<file path="src/rtl/mem_copy_master.sv">
// Block-copy initiator for the single-cycle data memory port.
// Copies Count words from SrcAddr to DstAddr (one read, then one write per word)
// and accumulates a wrap-around checksum of the words moved.
module mem_copy_master #(
  parameter int data_bus_size = 32,
  parameter int CNT_W         = 4,
  parameter int ADDR_STEP     = 1
) (
  input  logic                     clock,
  input  logic                     reset,
  input  logic                     start,
  input  logic [data_bus_size-1:0] SrcAddr,
  input  logic [data_bus_size-1:0] DstAddr,
  input  logic [CNT_W-1:0]         Count,
  output logic                     busy,
  output logic                     done,
  output logic [data_bus_size-1:0] Checksum,
  output logic [data_bus_size-1:0] Address,
  output logic [data_bus_size-1:0] DWriteData,
  output logic                     MemRead,
  output logic                     MemWrite,
  input  logic [data_bus_size-1:0] DReadData
);

  typedef enum logic [1:0] {IDLE, RD, WR, DONE} state_t;

  localparam logic [data_bus_size-1:0] STEP = data_bus_size'(ADDR_STEP);
  localparam logic [CNT_W-1:0]         ONE  = CNT_W'(1);

  state_t                   state, next_state;
  logic [data_bus_size-1:0] src, dst, data_buf;
  logic [CNT_W-1:0]         rem;

  // State register
  always_ff @(posedge clock) begin
    if (reset) state <= IDLE;
    else       state <= next_state;
  end

  // Next-state decode and memory-port drive; the port is idle (all zero) outside RD/WR
  always_comb begin
    next_state = state;
    busy       = 1'b0;
    done       = 1'b0;
    MemRead    = 1'b0;
    MemWrite   = 1'b0;
    Address    = '0;
    DWriteData = '0;
    case (state)
      IDLE: begin
        if (start) next_state = (Count == '0) ? DONE : RD;
      end
      RD: begin
        busy       = 1'b1;
        MemRead    = 1'b1;
        Address    = src;
        next_state = WR;
      end
      WR: begin
        busy       = 1'b1;
        MemWrite   = 1'b1;
        Address    = dst;
        DWriteData = data_buf;
        next_state = (rem == ONE) ? DONE : RD;
      end
      DONE: begin
        done       = 1'b1;
        next_state = IDLE;
      end
      default: next_state = IDLE;
    endcase
  end

  // Job datapath: latch job on accepted start, capture/accumulate on reads, advance on writes
  always_ff @(posedge clock) begin
    if (reset) begin
      src      <= '0;
      dst      <= '0;
      rem      <= '0;
      data_buf <= '0;
      Checksum <= '0;
    end else begin
      case (state)
        IDLE: begin
          if (start) begin
            src      <= SrcAddr;
            dst      <= DstAddr;
            rem      <= Count;
            Checksum <= '0;
          end
        end
        RD: begin
          data_buf <= DReadData;
          Checksum <= Checksum + DReadData;
          src      <= src + STEP;
        end
        WR: begin
          dst <= dst + STEP;
          rem <= rem - ONE;
        end
        default: ;
      endcase
    end
  end

endmodule

</file>
<file path="config.mk">
export PLATFORM = sky130hd
export DESIGN_NAME = mem_copy_master
export DESIGN_NICKNAME = d
export VERILOG_FILES = /design/src/rtl/mem_copy_master.sv
export SDC_FILE = /design/constraint.sdc
export NUM_CORES = 1
export LEC_CHECK = 0
export ABC_AREA = 1
export BUFFER_PORTS_ARGS = -buffer_cell sky130_fd_sc_hd__clkbuf_2
export CAP_MARGIN = 10
export CORE_ASPECT_RATIO = 2
export CORE_UTILIZATION = 30
export CTS_CLUSTER_SIZE = 25
export DETAILED_ROUTE_END_ITERATION = 8
export PLACE_DENSITY = 0.55
export SETUP_SLACK_MARGIN = 0.05
export SLEW_MARGIN = 20
export SYNTH_ARGS = -nofsm -noshare
export SYNTH_HDL_FRONTEND = slang
export SYNTH_SLANG_ARGS = --single-unit
</file>
<file path="constraint.sdc">
create_clock -name clock -period 3.94 [get_ports clock]
set_input_delay 0.788 -clock clock [delete_from_list [all_inputs] [get_ports clock]]
set_output_delay 0.788 -clock clock [all_outputs]
set_load 0.02 [all_outputs]
</file>
==> tab_implementation.tex <==
\begin{tabular}{lr}
\hline
Metric & Value \\
\hline
\multicolumn{2}{l}{\textbf{Power}} \\
\quad Power density normalized to cell area & 378 nW/um\^{}2 \\
\quad Max rail drop VDD & 0.335 mV \\
\quad Leakage & 5.86 nW \\
\multicolumn{2}{l}{\textbf{Synth}} \\
\quad Number of unique standard cell types used by synthesis & 44 \\
\quad Adder and majority cell fraction of the synthesized area & 5.14\% \\
\quad Post-synthesis mux area share & 0\% \\
\quad Number of enable flip-flop cells after synthesis & 0 \\
\quad Async set-reset flop share out of synthesis & 0\% \\
\quad Cell accounting for the most synthesized area & sky130\_fd\_sc\_hd\_\_dfxtp\_1 \\
\quad Synthesized-area fraction occupied by ao, oa, aoi and oai cells & 17.9\% \\
\quad Register area share after synthesis & 27.1\% \\
\quad Largest cells by area after synthesis & sky130\_fd\_sc\_hd\_\_dfxtp\_1, sky130\_fd\_sc\_hd\_\_nand2\_1, sky130\_fd\_sc\_hd\_\_inv\_1, sky130\_fd\_sc\_hd\_\_a21oi\_1, sky130\_fd\_sc\_hd\_\_nor2\_1 \\
\quad Basic-gate share of the synthesized area counting and, or, nand and nor cells & 38.0\% \\
\quad Most frequently used flop master after synthesis & sky130\_fd\_sc\_hd\_\_dfxtp\_1 \\
\quad Largest family of logic cells by synthesized area & simple AND/OR/NAND/NOR gates \\
\quad Area share of the leading cell type in the synthesized netlist & 27.1\% \\
\quad FF+latch count, synth & 134 \\
\quad Xor/xnor cell area share of the yosys netlist & 0.266\% \\
\quad Total nets after synthesis & 1824 \\
\quad Number of standard cells after synthesis & 1681 \\
\quad Cell with the most instances after synthesis & sky130\_fd\_sc\_hd\_\_nand2\_1 \\
\quad Cell area after technology mapping & 9890 um\^{}2 \\
\quad Avg Synthesized Cell Area & between 5 and 6 um\^{}2 \\
\quad Leading post-synthesis cells by instance count & sky130\_fd\_sc\_hd\_\_nand2\_1, sky130\_fd\_sc\_hd\_\_inv\_1, sky130\_fd\_sc\_hd\_\_nor2\_1 \\
\quad Synthesis Warnings & 0 \\
\multicolumn{2}{l}{\textbf{CTS}} \\
\quad H-tree depth & 4 \\
\quad Buffer cell driving the clock tree root & sky130\_fd\_sc\_hd\_\_clkbuf\_16 \\
\quad Setup repair bufs after CTS & 0 \\
\quad CTS tree & yes \\
\quad Number of gates resized after CTS & 0 \\
\quad \# clock sinks & approximately 130 \\
\quad Clk pin slew, worst setup/hold paths & around 60 ps \\
\quad Worst skew pair latency & approximately 460 ps \\
\quad Number of clock buffers inserted by TritonCTS & 17 \\
\quad Number of buffers inserted by hold repair at cts & 0 \\
\quad CTS max path bufs & 2 \\
\multicolumn{2}{l}{\textbf{Finish}} \\
\quad Final-layout fill cell count & approximately 3700 \\
\quad Share of layout cells above drive strength 1 & 16.3\% \\
\quad Final-stage net count & 1987 \\
\quad P\&R area growth vs syn & 19.8\% \\
\multicolumn{2}{l}{\textbf{Floorplan}} \\
\quad Vertical die dimension & 259 um \\
\quad Standard-cell row count & 93 \\
\quad Effective utilization at floorplan & 30.6\% \\
\quad Boundary pin count & 203 \\
\quad Die outline area & 33700 um\^{}2 \\
\quad Placeable core region & 32300 um\^{}2 \\
\quad Width of the chip & roughly 130 um \\
\multicolumn{2}{l}{\textbf{STA}} \\
\quad Hold slack & 474 ps \\
\quad Worst slew margin & 34.1\% \\
\quad Worst Max-Slew Pin Slew & about 1000 ps \\
\quad Part of the cycle the worst path needs & between 80\% and 90\% \\
\quad Final worst clock skew & between 10 and 15 ps \\
\quad Fin. max-slew vios & 0 \\
\quad Unrepaired setup endpoints after global routing & no \\
\quad Setup Total Neg Slack & 0 ps \\
\quad Minimum period implied by the final worst setup slack & 3230 ps \\
\quad Setup Viol. Count Final & 0 \\
\quad Total count of hold-check failures in the final report & 0 \\
\quad Max Freq & 310 MHz \\
\multicolumn{2}{l}{\textbf{Critical path}} \\
\quad Critical path's slowest cell & sky130\_fd\_sc\_hd\_\_ha\_4 \\
\quad Cells along the critical path & inv\_1, ha\_4, buf\_4, nand2\_1, a21oi\_1, clkbuf\_2 \\
\quad Cell family contributing the most delay on the critical path & buffers and inverters \\
\quad Reg2Reg Setup Slack & roughly 1300 ps \\
\quad Number of buffer and inverter stages on the critical path & 3 \\
\quad Class of the most critical setup path & reg2out \\
\quad Required time at the worst-slack endpoint & between 3000 and 4000 ps \\
\quad FF-to-FF Start & state[0]\$\_SDFFE\_PP0P\_ \\
\quad Crit path capture type & output pin \\
\quad Worst R2R End & dst[31]\$\_SDFFE\_PP0P\_ \\
\quad Slowest Stage Delay on Critical Path & 620 ps \\
\quad Worst EP arrival & 2440 ps \\
\quad Critical Path Fanout Max & 65 \\
\quad Worst Reg2Reg Path Length in Cells & 11 \\
\quad Startpoint class of the critical path & flop \\
\multicolumn{2}{l}{\textbf{Hold path}} \\
\quad Number of stages on the worst hold path & 2 \\
\quad Min-Delay Startpoint & rem[3]\$\_SDFFE\_PP0P\_ \\
\quad Class of the tightest hold or removal check & reg2reg \\
\quad Min-Delay Endpoint & rem[3]\$\_SDFFE\_PP0P\_ \\
\multicolumn{2}{l}{\textbf{Global routing}} \\
\quad Overflow left after global routing & 0 \\
\quad Antenna violations before repair & 2 \\
\quad Number of global-route vias before repair & between 10000 and 15000 \\
\quad Total track usage & 24.3\% \\
\quad First-pass GRT wire length & 60300 um \\
\quad Maximum number of pins on one net before global-route repair & 66 \\
\multicolumn{2}{l}{\textbf{Routing}} \\
\quad Remaining antenna violation count & 0 \\
\quad Number of DRC markers in iteration 0 & 580 \\
\quad Vias & 11400 \\
\quad Number of detailed-route iterations in the first pass & 7 \\
\quad Final WL & 40100 um \\
\quad Remaining DRCs & 0 \\
\quad Wirelength per Cell & 17.5 um \\
\quad Via/cell ratio & 4.98 \\
\multicolumn{2}{l}{\textbf{Placed design}} \\
\quad GP Congestion & 0.949 \\
\quad I/O Buffers & roughly 200 \\
\quad HPWL Detailed & 30900 um \\
\multicolumn{2}{l}{\textbf{Run status}} \\
\quad Run status & finished, final reports clean \\
\multicolumn{2}{l}{\textbf{Job}} \\
\quad Max\_cap viols & 0 \\
\hline
\end{tabular}
stage by stage:
stage	util, %	total power [W]	cells	cell area, um^2	setup slack, ps
after global placement	34.9	0.00293	2252	11300	1210
after CTS	36.6	0.00452	2284	11800	689
after floorplan	-	0.00249	1681	9890	1290
after detailed placement	34.9	0.00294	2252	11300	1190
final	36.6	0.00447	2285	11800	715
after global routing	36.6	0.00472	2285	11800	538
worst max-delay path by stage:
stage                                     start     endpoint  slack (ps)  depth (start not counted)
after detailed placement  state[0]$_SDFFE_PP0P_   Address[9]        1190                          5
after CTS                 state[0]$_SDFFE_PP0P_   Address[9]         690                          5
after floorplan           state[1]$_SDFFE_PP0P_   Address[0]        1290                          7
final                     state[0]$_SDFFE_PP0P_  Address[12]         710                          6
after global routing      state[0]$_SDFFE_PP0P_   Address[9]         540                          5
after global placement    state[0]$_SDFFE_PP0P_   Address[9]        1210                          5
worst min-delay path, cell delays in order (launching register included):
cell and delay (ps):
sky130_fd_sc_hd__dfxtp_1 310, sky130_fd_sc_hd__nand2_1 60, sky130_fd_sc_hd__a21oi_1 60
layout by cell type, fill, tap and decap left out, types with 4 or more instances in the layout:
cell	count
sky130_fd_sc_hd__clkbuf_2	202
sky130_fd_sc_hd__ha_1	37
sky130_fd_sc_hd__nand2_2	5
sky130_fd_sc_hd__nor2_1	178
sky130_fd_sc_hd__nor3_1	23
sky130_fd_sc_hd__nand3_2	4
sky130_fd_sc_hd__o21bai_1	5
sky130_fd_sc_hd__o21ai_1	9
sky130_fd_sc_hd__inv_2	7
sky130_fd_sc_hd__clkbuf_16	17
sky130_fd_sc_hd__nand3b_1	6
sky130_fd_sc_hd__nand4_1	18
sky130_fd_sc_hd__o21ai_0	123
sky130_fd_sc_hd__inv_1	218
sky130_fd_sc_hd__clkinvlp_4	4
sky130_fd_sc_hd__nor2_4	13
sky130_fd_sc_hd__a21oi_1	138
sky130_fd_sc_hd__or2_2	14
sky130_fd_sc_hd__inv_6	5
sky130_fd_sc_hd__a31oi_1	19
sky130_fd_sc_hd__o211ai_1	17
sky130_fd_sc_hd__nand3_1	107
sky130_fd_sc_hd__nand2_1	496
sky130_fd_sc_hd__buf_4	14
sky130_fd_sc_hd__dfxtp_1	134
sky130_fd_sc_hd__nor2_2	4
cell type report:
cell class                      count  area (um^2)  area share [%]
Sequential cell                   134         2680            22.6
Clock inverter                     12         92.6           0.782
Clock buffer                       20          457            3.86
Timing Repair Buffer              217         1140            9.59
Multi-Input combinational cell   1249         6090            51.5
Inverter                          225          845            7.13
Antenna cell                        1         2.50          0.0211
Tap cell                          427          534            4.51
state kept, by name, summed over array words and instances, names as in the netlist:
name,cells
Checksum,32
data_buf,32
dst,32
rem,4
src,32
state,2
metal layers:
layer	global-route usage [%]	wire, um
met3	3.80	1730
met4	19.2	3160
met5	0	12
met1	21.7	13100
met2	46.6	22100
power breakdown:
part | internal, W | leakage (nW) | switching, W | total, W
clock network | 0.000845 | 0.260 | 0.000712 | 0.00156
registers | 0.00152 | 1.10 | 0.000191 | 0.00171
logic | 0.000380 | 4.50 | 0.000824 | 0.00120
logic make-up after synthesis:
| logic type | after synthesis |
|---|---|
| simple gates | 878 |
| compound gates | 328 |
| buf+inv | 298 |
| flops | 134 |
| fa+ha+maj | 40 |
| xor+xnor | 3 |
(Power assumes the default switching activity.)
